**config.mk**
```make
export PLATFORM = sky130hd
export DESIGN_NAME = instr_encoder_loader
export DESIGN_NICKNAME = d
export VERILOG_FILES = /design/src/rtl/mips16_pkg.sv /design/src/rtl/instr_field_packer.sv /design/src/rtl/instr_encoder_loader.sv
export SDC_FILE = /design/constraint.sdc
export NUM_CORES = 1
export LEC_CHECK = 0
export ABC_AREA = 1
export CORE_MARGIN = 5
export CORE_UTILIZATION = 41
export CTS_CLUSTER_DIAMETER = 40
export DETAILED_ROUTE_END_ITERATION = 8
export PLACE_DENSITY = 0.85
export REMOVE_ABC_BUFFERS = 1
export SYNTH_ARGS = -nofsm -noshare
export SYNTH_HDL_FRONTEND = slang
export SYNTH_SLANG_ARGS = --single-unit
```
**constraint.sdc**
```tcl
create_clock -name clk -period 1.7 [get_ports clk]
set_input_delay 0.17 -clock clk [delete_from_list [all_inputs] [get_ports clk]]
set_output_delay 0.17 -clock clk [all_outputs]
set_load 0.02 [all_outputs]
```
**src/rtl/mips16_pkg.sv**
```systemverilog
// Shared MIPS16 definitions: instruction format codes, field layout and loader states.
// The CPU field splitter uses the same field positions.
package mips16_pkg;

  typedef enum logic [1:0] {
    FMT_R   = 2'd0,
    FMT_I   = 2'd1,
    FMT_J   = 2'd2,
    FMT_ILL = 2'd3
  } fmt_e;

  localparam int OPCODE_HI = 15;
  localparam int OPCODE_LO = 13;
  localparam int RS_HI     = 12;
  localparam int RS_LO     = 10;
  localparam int RT_HI     = 9;
  localparam int RT_LO     = 7;
  localparam int RD_HI     = 6;
  localparam int RD_LO     = 4;
  localparam int FUNCT_HI  = 3;
  localparam int FUNCT_LO  = 0;
  localparam int IMM_HI    = 6;
  localparam int IMM_LO    = 0;
  localparam int TARGET_HI = 12;
  localparam int TARGET_LO = 0;

  localparam int WORD_W   = 16;
  localparam int REG_W    = 3;
  localparam int FUNCT_W  = 4;
  localparam int IMM_W    = 7;
  localparam int TARGET_W = 13;

  typedef enum logic [1:0] {
    ST_IDLE = 2'd0,
    ST_LOAD = 2'd1,
    ST_DONE = 2'd2
  } ld_state_e;

endpackage

```
**src/rtl/instr_field_packer.sv**
```systemverilog
// Combinational packer: assembles a 16-bit instruction word from decoded fields.
// Fields not used by the selected format are ignored; format 3 raises the illegal flag.
module instr_field_packer
  import mips16_pkg::*;
(
  input  logic [1:0]  fmt,
  input  logic [2:0]  opcode,
  input  logic [2:0]  rs,
  input  logic [2:0]  rt,
  input  logic [2:0]  rd,
  input  logic [3:0]  funct,
  input  logic [6:0]  imm,
  input  logic [12:0] target,
  output logic [15:0] word,
  output logic        illegal
);

  always_comb begin
    word    = '0;
    illegal = 1'b0;
    word[OPCODE_HI:OPCODE_LO] = opcode;
    case (fmt)
      FMT_R: begin
        word[RS_HI:RS_LO]       = rs;
        word[RT_HI:RT_LO]       = rt;
        word[RD_HI:RD_LO]       = rd;
        word[FUNCT_HI:FUNCT_LO] = funct;
      end
      FMT_I: begin
        word[RS_HI:RS_LO]   = rs;
        word[RT_HI:RT_LO]   = rt;
        word[IMM_HI:IMM_LO] = imm;
      end
      FMT_J: begin
        word[TARGET_HI:TARGET_LO] = target;
      end
      default: begin
        word    = '0;
        illegal = 1'b1;
      end
    endcase
  end

endmodule

```
**src/rtl/instr_encoder_loader.sv**
```systemverilog
// Boot loader: encodes instruction fields and streams them into instruction memory,
// holding the CPU in reset for the duration of a load session.
module instr_encoder_loader
  import mips16_pkg::*;
#(
  parameter int INST_SIZE  = 16,
  parameter int ADDR_WIDTH = 8,
  parameter int DEPTH      = 256
) (
  input  logic                  clk,
  input  logic                  rst,
  input  logic                  start,
  input  logic                  in_valid,
  output logic                  in_ready,
  input  logic [1:0]            in_fmt,
  input  logic [2:0]            in_opcode,
  input  logic [2:0]            in_rs,
  input  logic [2:0]            in_rt,
  input  logic [2:0]            in_rd,
  input  logic [3:0]            in_funct,
  input  logic [6:0]            in_imm,
  input  logic [12:0]           in_target,
  input  logic                  in_last,
  output logic                  mem_we,
  output logic [ADDR_WIDTH-1:0] mem_addr,
  output logic [INST_SIZE-1:0]  mem_wdata,
  output logic [ADDR_WIDTH:0]   word_count,
  output logic                  busy,
  output logic                  cpu_hold,
  output logic                  done,
  output logic                  err_fmt,
  output logic                  err_overflow
);

  localparam logic [ADDR_WIDTH:0] DEPTH_C = (ADDR_WIDTH+1)'(DEPTH);

  ld_state_e             state_q, state_d;
  logic [ADDR_WIDTH:0]   count_q, count_d;
  logic                  mem_we_q, mem_we_d;
  logic [ADDR_WIDTH-1:0] mem_addr_q, mem_addr_d;
  logic [INST_SIZE-1:0]  mem_wdata_q, mem_wdata_d;
  logic                  err_fmt_q, err_fmt_d;
  logic                  err_ovf_q, err_ovf_d;

  logic [15:0] packed_word;
  logic        packed_illegal;
  logic        xfer;

  instr_field_packer u_packer (
    .fmt     (in_fmt),
    .opcode  (in_opcode),
    .rs      (in_rs),
    .rt      (in_rt),
    .rd      (in_rd),
    .funct   (in_funct),
    .imm     (in_imm),
    .target  (in_target),
    .word    (packed_word),
    .illegal (packed_illegal)
  );

  // Ready depends only on registered state so it can never combinationally track in_valid.
  assign in_ready = (state_q == ST_LOAD) && (count_q < DEPTH_C);
  assign xfer     = in_valid && in_ready;

  always_comb begin
    state_d     = state_q;
    count_d     = count_q;
    mem_we_d    = 1'b0;
    mem_addr_d  = mem_addr_q;
    mem_wdata_d = mem_wdata_q;
    err_fmt_d   = err_fmt_q;
    err_ovf_d   = err_ovf_q;
    case (state_q)
      ST_IDLE: begin
        if (start) begin
          state_d   = ST_LOAD;
          count_d   = '0;
          err_fmt_d = 1'b0;
          err_ovf_d = 1'b0;
        end
      end
      ST_LOAD: begin
        if (xfer) begin
          if (packed_illegal) begin
            err_fmt_d = 1'b1;
            if (in_last) state_d = ST_DONE;
          end else begin
            mem_we_d    = 1'b1;
            mem_addr_d  = count_q[ADDR_WIDTH-1:0];
            mem_wdata_d = packed_word;
            count_d     = count_q + 1'b1;
            if (in_last) begin
              state_d = ST_DONE;
            end else if (count_d == DEPTH_C) begin
              err_ovf_d = 1'b1;
              state_d   = ST_DONE;
            end
          end
        end
      end
      ST_DONE: state_d = ST_IDLE;
      default: state_d = ST_IDLE;
    endcase
  end

  always_ff @(posedge clk) begin
    if (rst) begin
      state_q     <= ST_IDLE;
      count_q     <= '0;
      mem_we_q    <= 1'b0;
      mem_addr_q  <= '0;
      mem_wdata_q <= '0;
      err_fmt_q   <= 1'b0;
      err_ovf_q   <= 1'b0;
    end else begin
      state_q     <= state_d;
      count_q     <= count_d;
      mem_we_q    <= mem_we_d;
      mem_addr_q  <= mem_addr_d;
      mem_wdata_q <= mem_wdata_d;
      err_fmt_q   <= err_fmt_d;
      err_ovf_q   <= err_ovf_d;
    end
  end

  assign mem_we       = mem_we_q;
  assign mem_addr     = mem_addr_q;
  assign mem_wdata    = mem_wdata_q;
  assign word_count   = count_q;
  assign busy         = (state_q == ST_LOAD);
  assign cpu_hold     = (state_q == ST_LOAD);
  assign done         = (state_q == ST_DONE);
  assign err_fmt      = err_fmt_q;
  assign err_overflow = err_ovf_q;

endmodule

```
==> results.toml <==
[die]
pin_count = 83
start_util_pct = 42.3
die_x_um = 77.0
die_h_um = 77.0
coreArea_mm2 = 0.00435
dieArea_mm2 = 0.00594
num_rows = 24

[cts]
tritoncts = "done"
cts_hold_buf = 0
clock_latency_ns = 0.30
clk_path_buf_depth = 2
cts_buffers = 5
clockRootBuffer = "clkbuf_8"
cts.clk_slew.worst_paths_ns = 0.08
postCtsSetupBuffers = 0
cts_sinks = 38
htreeDepth = 2

[power]
p_seq_share_pct = 45.3
power.switching_w = 0.000609
leakage_nw = 1.12
swShare_pct = 28.8
vdd_ir_drop_max_mv = 0.441
combinationalPowerShare_pct = 23.4
internal_power_w = 0.00151
total_power_w = 0.00212
p_per_area_mw_per_mm2 = 729
p_clk_share_pct = 31.2

[sta]
finalHoldViolCount = 0
relSlewSlack_pct = 83.5
setup_viol = 0
maxSlewViolCount = 0
rsz0062_at_grt = "no"
tightest_slew_ns = 0.247
skew_ns = 0.00964
period_minus_slack_ns = 1.62
timing.final.crit_share_pct = 95.3
whs_ns = 0.420
max_freq_mhz = 618

[cells_and_area]
nets = 387
fillers = 376
drive_gt1_share_pct = 12.0
diodes = 0
stdcell_count = 395
syn_to_final_growth_pct = 57.6

[global_route]
grt_usage_pct = 18.1
antenna_found_initial = 0
grt_overflow = 0
grt_pass1_vias = 2012
grt_pass1_wl_um = 8910
grt_max_degree = 22

[logic_synthesis]
seq_area_frac_synth_pct = 41.3
yosysWarnings = 0
synth.avg_cell_area_um2 = 7.31
ys_ff_latch = 38
synth_area_mm2 = 0.00184
synth_area_leaders = "dfxtp_1, nand2_1, a21oi_1"
synth_top_area_share_pct = 41.3
synth_top_area_cell = "dfxtp_1"
ys_types = 26
syn_inst = 252

[route]
wl_per_cell_um = 13.9
totalWireLength_um = 5510
drtIter0Drc = 95
vias = 2003
viasPerCell = 5.07
postRouteAntennaNets = 0
remaining_drc_errors = 0
dr.pass1.iters = 4

[placed_design]
gp_congestion = 0.865
dp.cells = 387
hpwl_um = 4130
port_buffers = 82

[outcome]
outcome = "finished clean"

[critical_path]
setup.worst_path.class = "reg -> out"
critPathCaptureType = "primary output"
r2r-end = "mem_wdata[6]$_SDFFE_PP0P_"
endpoint = "word_count[1]"
cp_data_required_time_ns = 1.53
r2r-start = "state_q[0]$_SDFFE_PP0P_"
start_kind = "flip-flop"
arrival_ns = 1.45
crit_fanout = 6
crit_start = "word_count[1]$_SDFFE_PP0P_"
worstRegToRegCells = 9
r2r_slack_ns = 0.19

[flow_run]
max_cap_viol_count = 0

[min_path]
hold_class = "in -> reg"
[layout make-up]
cell class | count | area [µm²] | area share, %
Clock inverter | 2 | 12.5 | 0.431
Tap cell | 52 | 65.1 | 2.24
Sequential cell | 38 | 762 | 26.2
Timing Repair Buffer | 94 | 955 | 32.9
Clock buffer | 6 | 82.6 | 2.84
Inverter | 19 | 72.6 | 2.50
Multi-Input combinational cell | 184 | 955 | 32.9
[synthesized netlist by cell type (all sizes together)]
master and number:
ha 2, clkinv 1, a41oi 7, nand3 11
nor2 20, a21oi 24, nor3 1, nand2 87
o21ai 21, xor2 1, nand4 1, or2 1
o211ai 1, dfxtp 38, buf 7, inv 18
a31oi 6, o21bai 1, clkbuf 4
[power groups by stage]
stage                     clock network [W]  registers, W  logic (W)
after floorplan                           0       0.00103   0.000165
after global placement                    0      0.000978   0.000488
after detailed placement                  0      0.000978   0.000500
after CTS                          0.000667      0.000958   0.000500
after global routing               0.000706      0.000965   0.000534
final                              0.000661      0.000959   0.000496
[layer usage]
metal / share of wire [%] / vias up / GRT usage, %
li1: - / 1011 / -
met1: 42 / 918 / 21.5
met2: 51 / 61 / 31.0
met3: 5.7 / 13 / 4.68
met4: 1.6 / 0 / 7.22
met5: 0 / - / 0
[critical path, stage by stage, from the launching register on]
cell             delay, ns
dfxtp_1               0.38
buf_4                 0.16
clkdlybuf4s50_1       0.60
[layout by cell type (no fill, tap or decap), types with 8 or more instances in the layout]
cell / synthesis / final
a21oi_1: 24 / 24
buf_4: 2 / 9
clkdlybuf4s50_1: 0 / 78
dfxtp_1: 38 / 37
inv_1: 16 / 16
nand2_1: 86 / 86
nand3_1: 10 / 9
nor2_1: 18 / 15
o21ai_0: 8 / 8
o21ai_1: 13 / 13
[worst min path at each step]
stage	from	end	depth (start not counted)
floorplan	rst	mem_addr[1]$_SDFFE_PP0P_	1
finish	in_opcode[2]	mem_wdata[15]$_SDFFE_PP0P_	3
CTS	in_opcode[1]	mem_wdata[14]$_SDFFE_PP0P_	3
global route	in_opcode[1]	mem_wdata[14]$_SDFFE_PP0P_	3
global placement	err_fmt$_SDFFE_PP0P_	err_fmt$_SDFFE_PP0P_	2
detailed placement	err_fmt$_SDFFE_PP0P_	err_fmt$_SDFFE_PP0P_	2
[cells by family after synthesis]
| family | count (synthesis) | share of synthesized area, % |
|---|---|---|
| compound gates | 60 | 21.2 |
| xor+xnor | 1 | 0.475 |
| fa+ha+maj | 2 | 1.36 |
| buf+inv | 30 | 8.28 |
| flops | 38 | 41.3 |
| simple gates | 121 | 27.4 |
[state kept, by name (all words and copies together) (netlist names)]
signal / count
err_fmt: 1
err_overflow: 1
mem_addr: 8
mem_wdata: 16
mem_we: 1
state_q: 2
word_count: 9
[stage by stage]
| step | cell area [µm²] | utilization (%) | TNS (ns) | setup WS, ns |
|---|---|---|---|---|
| after global placement | 2780 | 63.8 | 0 | 0.106 |
| after CTS | 2870 | 65.9 | 0 | 0.0238 |
| after global routing | 2900 | 66.7 | 0 | 0.000173 |
| after detailed placement | 2780 | 63.8 | 0 | 0.0295 |
| final | 2900 | 66.7 | 0 | 0.0807 |
| after floorplan | 1760 | - | -1.85 | -0.0915 |
[timing repair]
item | CTS | global route
gates resized for setup | 1 | 10
pin swaps | 0 | 1
endpoints found under the setup margin | 1 | 6
endpoints found under the hold margin | 0 | 0
Note: power is estimated with default switching activity, not from simulation.
